[src/rtl/sqrt_core_pkg.sv]
// Shared constants, flag indices and FSM encoding for the iterative square-root core.
package sqrt_core_pkg;

    localparam int EXP_SIZE   = 11;
    localparam int IN_M_SIZE  = 106;
    localparam int OUT_M_SIZE = 53;
    localparam int BIAS       = 1023;
    localparam int REM_SIZE   = OUT_M_SIZE + 2;
    localparam int CNT_SIZE   = $clog2(OUT_M_SIZE);

    localparam int FLAG_NAN  = 2;
    localparam int FLAG_INF  = 1;
    localparam int FLAG_ZERO = 0;

    typedef enum logic [1:0] {
        IDLE = 2'd0,
        CALC = 2'd1,
        DONE = 2'd2
    } state_t;

    // Biased exponent of the root: (e + BIAS) / 2, one extra bit so the sum cannot wrap.
    function automatic logic [EXP_SIZE-1:0] half_exp(input logic [EXP_SIZE-1:0] e);
        logic [EXP_SIZE:0] w_sum;
        w_sum = {1'b0, e} + (EXP_SIZE + 1)'(BIAS);
        return w_sum[EXP_SIZE:1];
    endfunction

endpackage

[src/rtl/sqrt_core_if.sv]
// Operand/result bundle between the sqrt input wrapper (master) and the core (slave).
interface sqrt_core_if;
    import sqrt_core_pkg::*;

    logic                  start_sqrt;
    logic [IN_M_SIZE-1:0]  in_mantisa;
    logic [EXP_SIZE-1:0]   in_exp;
    logic [2:0]            in_flags;
    logic                  in_type;
    logic [OUT_M_SIZE-1:0] out_mantisa;
    logic [EXP_SIZE-1:0]   out_exp;
    logic [2:0]            out_flags;
    logic                  out_type;
    logic                  sticky;
    logic                  ready;

    modport master (
        output start_sqrt, in_mantisa, in_exp, in_flags, in_type,
        input  out_mantisa, out_exp, out_flags, out_type, sticky, ready
    );

    modport slave (
        input  start_sqrt, in_mantisa, in_exp, in_flags, in_type,
        output out_mantisa, out_exp, out_flags, out_type, sticky, ready
    );

endinterface

[src/rtl/sqrt_core_cu.sv]
// Control unit: IDLE/CALC/DONE sequencer issuing load, run and the one-cycle ready pulse.
module sqrt_core_cu
    import sqrt_core_pkg::*;
(
    input  logic clk,
    input  logic rst,
    input  logic i_start,
    input  logic i_special,
    input  logic i_tc,
    output logic o_ld,
    output logic o_run,
    output logic o_ready
);

    state_t r_state;
    logic   r_run;
    logic   r_ready;

    // Load must act on the very edge that samples start, so it is decoded rather than registered.
    assign o_ld    = (r_state == IDLE) && i_start;
    assign o_run   = r_run;
    assign o_ready = r_ready;

    always_ff @(posedge clk or negedge rst) begin
        if (!rst) begin
            r_state <= IDLE;
            r_run   <= 1'b0;
            r_ready <= 1'b0;
        end else begin
            r_ready <= 1'b0;
            case (r_state)
                IDLE: begin
                    if (i_start) begin
                        r_state <= i_special ? DONE : CALC;
                        r_run   <= !i_special;
                    end
                end
                CALC: begin
                    if (i_tc) begin
                        r_state <= DONE;
                        r_run   <= 1'b0;
                    end
                end
                DONE: begin
                    r_state <= IDLE;
                    r_ready <= 1'b1;
                end
                default: begin
                    r_state <= IDLE;
                    r_run   <= 1'b0;
                end
            endcase
        end
    end

endmodule

[src/rtl/sqrt_core_dp.sv]
// Datapath: radicand shifter, restoring remainder/root step, exponent halving, bit counter.
module sqrt_core_dp
    import sqrt_core_pkg::*;
(
    input  logic                  clk,
    input  logic                  rst,
    input  logic                  i_ld,
    input  logic                  i_run,
    input  logic [IN_M_SIZE-1:0]  i_mantisa,
    input  logic [EXP_SIZE-1:0]   i_exp,
    input  logic [2:0]            i_flags,
    input  logic                  i_type,
    output logic                  o_tc,
    output logic                  o_special,
    output logic [OUT_M_SIZE-1:0] o_mantisa,
    output logic [EXP_SIZE-1:0]   o_exp,
    output logic [2:0]            o_flags,
    output logic                  o_type,
    output logic                  o_sticky
);

    logic [IN_M_SIZE-1:0]  r_rad;
    logic [REM_SIZE-1:0]   r_rem;
    logic [OUT_M_SIZE-1:0] r_root;
    logic [CNT_SIZE-1:0]   r_cnt;
    logic [EXP_SIZE-1:0]   r_exp;
    logic [2:0]            r_flags;
    logic                  r_type;

    logic [REM_SIZE-1:0]   w_trial;
    logic [REM_SIZE-1:0]   w_t;
    logic                  w_ge;
    logic [REM_SIZE-1:0]   w_rem_next;
    logic [OUT_M_SIZE-1:0] w_root_next;

    // The remainder never exceeds 2*root, so its top two bits are zero before the shift.
    assign w_trial     = {r_rem[REM_SIZE-3:0], r_rad[IN_M_SIZE-1 -: 2]};
    assign w_t         = {r_root, 2'b01};
    assign w_ge        = (w_trial >= w_t);
    assign w_rem_next  = w_ge ? (w_trial - w_t) : w_trial;
    assign w_root_next = {r_root[OUT_M_SIZE-2:0], w_ge};

    assign o_tc      = (r_cnt == CNT_SIZE'(OUT_M_SIZE - 1));
    assign o_special = (i_flags != 3'b000);

    always_ff @(posedge clk or negedge rst) begin
        if (!rst) begin
            r_rad     <= '0;
            r_rem     <= '0;
            r_root    <= '0;
            r_cnt     <= '0;
            r_exp     <= '0;
            r_flags   <= '0;
            r_type    <= 1'b0;
            o_mantisa <= '0;
            o_exp     <= '0;
            o_flags   <= '0;
            o_type    <= 1'b0;
            o_sticky  <= 1'b0;
        end else if (i_ld) begin
            // NOTE: non-blocking here so every register samples the pre-edge values of its peers.
            r_rad   <= i_mantisa;
            r_rem   <= '0;
            r_root  <= '0;
            r_cnt   <= '0;
            r_exp   <= half_exp(i_exp);
            r_flags <= i_flags;
            r_type  <= i_type;
            if (o_special) begin
                o_mantisa <= '0;
                o_exp     <= i_exp;
                o_flags   <= i_flags;
                o_type    <= i_type;
                o_sticky  <= 1'b0;
            end
        end else if (i_run) begin
            r_rad  <= {r_rad[IN_M_SIZE-3:0], 2'b00};
            r_rem  <= w_rem_next;
            r_root <= w_root_next;
            if (o_tc) begin
                o_mantisa <= w_root_next;
                o_exp     <= r_exp;
                o_flags   <= r_flags;
                o_type    <= r_type;
                o_sticky  <= (w_rem_next != '0);
            end else begin
                r_cnt <= r_cnt + 1'b1;
            end
        end
    end

endmodule

[src/rtl/sqrt_core.sv]
// Restoring square-root engine: 53 root bits, one per cycle, plus special-operand bypass.
module sqrt_core
    import sqrt_core_pkg::*;
(
    input  logic        clk,
    input  logic        rst,
    sqrt_core_if.slave  bus
);

    logic w_ld;
    logic w_run;
    logic w_tc;
    logic w_special;

    sqrt_core_cu u_cu (
        .clk       (clk),
        .rst       (rst),
        .i_start   (bus.start_sqrt),
        .i_special (w_special),
        .i_tc      (w_tc),
        .o_ld      (w_ld),
        .o_run     (w_run),
        .o_ready   (bus.ready)
    );

    sqrt_core_dp u_dp (
        .clk       (clk),
        .rst       (rst),
        .i_ld      (w_ld),
        .i_run     (w_run),
        .i_mantisa (bus.in_mantisa),
        .i_exp     (bus.in_exp),
        .i_flags   (bus.in_flags),
        .i_type    (bus.in_type),
        .o_tc      (w_tc),
        .o_special (w_special),
        .o_mantisa (bus.out_mantisa),
        .o_exp     (bus.out_exp),
        .o_flags   (bus.out_flags),
        .o_type    (bus.out_type),
        .o_sticky  (bus.sticky)
    );

endmodule

[src/flat_wrapper.sv]
// flat-port wrapper written by rule: the top's interface ports become plain ports
module sqrt_core_flat import sqrt_core_pkg::*;
  (clk, rst, bus_start_sqrt, bus_in_mantisa, bus_in_exp, bus_in_flags, bus_in_type, bus_out_mantisa, bus_out_exp, bus_out_flags, bus_out_type, bus_sticky, bus_ready);
  sqrt_core_if bus_i ();
  input  logic clk;
  input  logic rst;
  input wire logic [$bits(bus_i.start_sqrt)-1:0] bus_start_sqrt;
  input wire logic [$bits(bus_i.in_mantisa)-1:0] bus_in_mantisa;
  input wire logic [$bits(bus_i.in_exp)-1:0] bus_in_exp;
  input wire logic [$bits(bus_i.in_flags)-1:0] bus_in_flags;
  input wire logic [$bits(bus_i.in_type)-1:0] bus_in_type;
  output wire logic [$bits(bus_i.out_mantisa)-1:0] bus_out_mantisa;
  output wire logic [$bits(bus_i.out_exp)-1:0] bus_out_exp;
  output wire logic [$bits(bus_i.out_flags)-1:0] bus_out_flags;
  output wire logic [$bits(bus_i.out_type)-1:0] bus_out_type;
  output wire logic [$bits(bus_i.sticky)-1:0] bus_sticky;
  output wire logic [$bits(bus_i.ready)-1:0] bus_ready;
  assign bus_i.start_sqrt = bus_start_sqrt;
  assign bus_i.in_mantisa = bus_in_mantisa;
  assign bus_i.in_exp = bus_in_exp;
  assign bus_i.in_flags = bus_in_flags;
  assign bus_i.in_type = bus_in_type;
  assign bus_out_mantisa = bus_i.out_mantisa;
  assign bus_out_exp = bus_i.out_exp;
  assign bus_out_flags = bus_i.out_flags;
  assign bus_out_type = bus_i.out_type;
  assign bus_sticky = bus_i.sticky;
  assign bus_ready = bus_i.ready;
  sqrt_core u_core (.clk(clk), .rst(rst), .bus(bus_i));
endmodule
[config.mk]
export PLATFORM = sky130hd
export DESIGN_NAME = sqrt_core_flat
export DESIGN_NICKNAME = d
export VERILOG_FILES = /design/src/rtl/sqrt_core_pkg.sv /design/src/rtl/sqrt_core_if.sv /design/src/rtl/sqrt_core_cu.sv /design/src/rtl/sqrt_core_dp.sv /design/src/rtl/sqrt_core.sv /design/src/flat_wrapper.sv
export SDC_FILE = /design/constraint.sdc
export NUM_CORES = 1
export LEC_CHECK = 0
export ABC_AREA = 1
export BUFFER_PORTS_ARGS = -buffer_cell sky130_fd_sc_hd__buf_2
export CORE_MARGIN = 3
export CORE_UTILIZATION = 54
export CTS_BUF_LIST = sky130_fd_sc_hd__clkbuf_16
export CTS_CLUSTER_DIAMETER = 120
export DETAILED_ROUTE_END_ITERATION = 8
export PLACE_DENSITY = 0.77
export SYNTH_ARGS = -nofsm -noshare
export SYNTH_HDL_FRONTEND = slang
export SYNTH_SLANG_ARGS = --single-unit
[constraint.sdc]
create_clock -name clk -period 2.7 [get_ports clk]
set_clock_uncertainty 0.2 [all_clocks]
set_input_delay 0.54 -clock clk [delete_from_list [all_inputs] [get_ports clk]]
set_output_delay 0.54 -clock clk [all_outputs]
set_load 0.1 [all_outputs]
==> results.json <==
{
  "htree_levels": 2,
  "cts_buffers": 34,
  "start_kind": "register",
  "grt_pass1_wl_mm": 97.4,
  "async_reset_ff_frac": 1.00,
  "drtIter0Drc": 1692,
  "overflow": 0,
  "drv_slew": 0,
  "synth_warnings": 0,
  "placed_cell_area_um2": 21900,
  "worst_slew_pin_slew_ps": 986,
  "vias": 19900,
  "grt_max_degree": 145,
  "r2r_start": "u_core.u_dp.r_rem[25]",
  "syn-cell-area_um2": 17900,
  "violations": "DRC, setup timing",
  "setup_tns_ps": -2110,
  "cp-end-kind": "register",
  "holdPathStages": 3,
  "r2r_end": "u_core.u_dp.o_sticky",
  "hold_path_end": "u_core.u_dp.r_rad[0]",
  "holdWs_ps": 20.3,
  "vdd_drop_max_v": 0.000541,
  "die_w_um": 188,
  "path_clk_slew_ps": 60,
  "min_period_ps": 3260,
  "cts_buffer_depth": 3,
  "rows": 66,
  "die_area_um2": 35400,
  "fillCellCount": 2142,
  "syn2layout_area_growth_pct": 44.9,
  "syn_nets": 2692,
  "worstPathMaxFanout": 7,
  "syn_inst": 2510,
  "io_pins": 194,
  "p_per_area_nw_per_um2": 362,
  "root_buffer": "clkbuf_16",
  "fin_util": 0.796,
  "worstPathArrival_ps": 3500,
  "track_usage": 0.340,
  "setup_viol": 33,
  "io_buffers": 193,
  "hold_class": "in -> reg",
  "maxCapViolCount": 0,
  "ys_ff_latch": 306,
  "fmax_mhz": 307,
  "rsz0062_at_grt": "yes",
  "ys.flop_type": "dfrtp_1",
  "fin_nets": 3294,
  "ys_seq_area_frac": 0.427,
  "max-slew-margin-rel": 0.343,
  "p_leak_uw": 0.0137,
  "fin_area_um2": 26000,
  "core_um2": 32600,
  "antenna_found_initial": 0,
  "post_synth.cell_area_avg_um2": 7.14,
  "required_ps": 2940,
  "rr_worst_depth": 22,
  "drc": 2,
  "timing.setup.critical_path_class": "reg -> reg",
  "grt_pass1_vias": 19100,
  "cts_tree": "done",
  "post-route-period-util": 1.21,
  "hold_viol": 0,
  "synth.distinct_cells": 47,
  "clock_sink_count": 306,
  "clkLatencyLatePin_ps": 560,
  "hold_start": "bus_in_mantisa[0]",
  "wire_per_inst_um": 18.6,
  "vias_per_cell": 5.56,
  "pre_cts_ws_ps": -778,
  "r2r_setup_slack_ps": -560,
  "ant_nets": 0,
  "status": "finished, violations left",
  "synth_edf_count": 0,
  "drive_gt1_frac": 0.340,
  "initial_core_util": 0.550,
  "drtPass1Iterations": 9,
  "fin_ws_ps": -556,
  "gp_congestion": 0.976,
  "crit_start": "u_core.u_dp.r_rem[25]",
  "die_h_um": 188,
  "dp.final_hpwl_mm": 42.1,
  "wl_mm": 66.6
}
==> flip-flops by register name, summed over array words and instances (netlist names), 2 cells and up <==
register,flops
u_core.u_cu.r_state,2
u_core.u_dp.o_exp,11
u_core.u_dp.o_flags,3
u_core.u_dp.o_mantisa,53
u_core.u_dp.r_cnt,6
u_core.u_dp.r_exp,11
u_core.u_dp.r_flags,3
u_core.u_dp.r_rad,106
u_core.u_dp.r_rem,53
u_core.u_dp.r_root,53
==> where the power goes <==
part | internal, uW | total [uW] | leakage [uW] | switching, uW
combinational | 123 | 279 | 0.00978 | 157
clock | 2590 | 4540 | 0.000539 | 1950
sequential | 4590 | 4590 | 0.00342 | 0
total | 7300 | 9400 | 0.0137 | 2110
==> worst max path at each step <==
stage	end	slack [ps]
3_5_place_dp	u_core.u_dp.o_sticky	-780
4_1_cts	u_core.u_dp.o_sticky	-380
5_1_grt	u_core.u_dp.o_sticky	-620
3_3_place_gp	u_core.u_dp.o_sticky	-800
6_report	u_core.u_dp.o_sticky	-560
2_1_floorplan	u_core.u_dp.o_sticky	20
==> cell families after synthesis <==
group,count (synthesis),share of synthesized area
AOI/OAI and AO/OA,360,0.128
xor gates and xnor gates,26,0.0127
adders and majority gates,58,0.0405
buffers and inverters,513,0.110
DFF,306,0.427
and+or+nand+nor,1247,0.282
==> per-stage QoR <==
stage | std cells | power [uW]
floorplan | 2510 | 4680
global placement | 3409 | 4890
detailed placement | 3409 | 4890
CTS | 3511 | 9430
global route | 3576 | 9660
finish | 3577 | 9400
==> layer usage <==
layer  track usage  share of wire
met2         0.599           0.50
met1         0.429           0.39
met3        0.0495          0.069
met5             0              0
met4         0.116          0.044
==> worst max-delay path: stages (launching register included) <==
cell and delay [ps]:
dfrtp_1 450, ha_4 330, nand2_2 70, nor2_2 140, inv_2 80, nor2_4 130
nand2_4 80, nor2_4 130, nand2_2 70, nand3_4 80, nor2_8 60, nand2_8 90
buf_12 160, buf_12 160, o21ai_1 100, nor2_1 110, nand2_1 80, nor2_1 130
nand2_2 130, nor2_4 140, nand2_1 80, nand2_1 80, nand2_1 50
==> cells in the final DEF, fill, tap and decap left out, drive strengths merged, types with 44 or more instances in the layout <==
cell         netlist  final
buf               23    602
o21ai            154    154
nor2             164    164
nand2            915    915
ha                58     58
inv              426    437
dfrtp            306    306
a21oi             48     48
nand3            120    120
dlygate4sd3        0     44
o221ai            55     55
==> synth_stat cells (2+ instances only) <==
library cell / count / area [um2]
a21oi_1: 47 / 235
a22o_1: 32 / 280
a31oi_1: 16 / 100
a32o_1: 5 / 50.1
and3_1: 2 / 12.5
buf_1: 8 / 30.0
buf_2: 7 / 35.0
buf_4: 6 / 45.0
buf_6: 2 / 22.5
clkbuf_1: 63 / 236
dfrtp_1: 306 / 7660
ha_1: 58 / 726
inv_1: 397 / 1490
inv_2: 28 / 105
nand2_1: 913 / 3430
nand3_1: 118 / 591
nand3_2: 2 / 20.0
nand3b_1: 8 / 60.1
nand4_1: 15 / 93.8
nor2_1: 150 / 563
nor2_2: 12 / 75.1
nor3_1: 12 / 60.1
nor4_1: 5 / 31.3
o211ai_1: 32 / 240
o21ai_0: 140 / 701
o21ai_1: 14 / 70.1
o21bai_1: 7 / 52.6
o221ai_1: 55 / 482
o22ai_1: 8 / 50.1
xnor2_1: 5 / 43.8
xor2_1: 21 / 184
==> area by class of cell <==
type | count | area, um2 | share of cell area
antenna | 1 | 2.50 | 0.0000963
tap | 442 | 553 | 0.0213
clock inverter | 24 | 206 | 0.00795
timing repair inverter | 1 | 16.3 | 0.000626
multi-input combinational | 1691 | 10100 | 0.391
clock buffer | 34 | 851 | 0.0328
timing repair buffer | 651 | 4920 | 0.189
inverter | 427 | 1620 | 0.0625
sequential | 306 | 7660 | 0.295
==> timing repair <==
action	in CTS	in global routing
hold endpoints to repair	90	0
hold buffers	44	0
pin swaps	5	65
buffers inserted	0	65
cloned	0	8
endpoints found under the setup margin	55	55
resized for setup	71	418
Power figures use the tool's default switching activity.
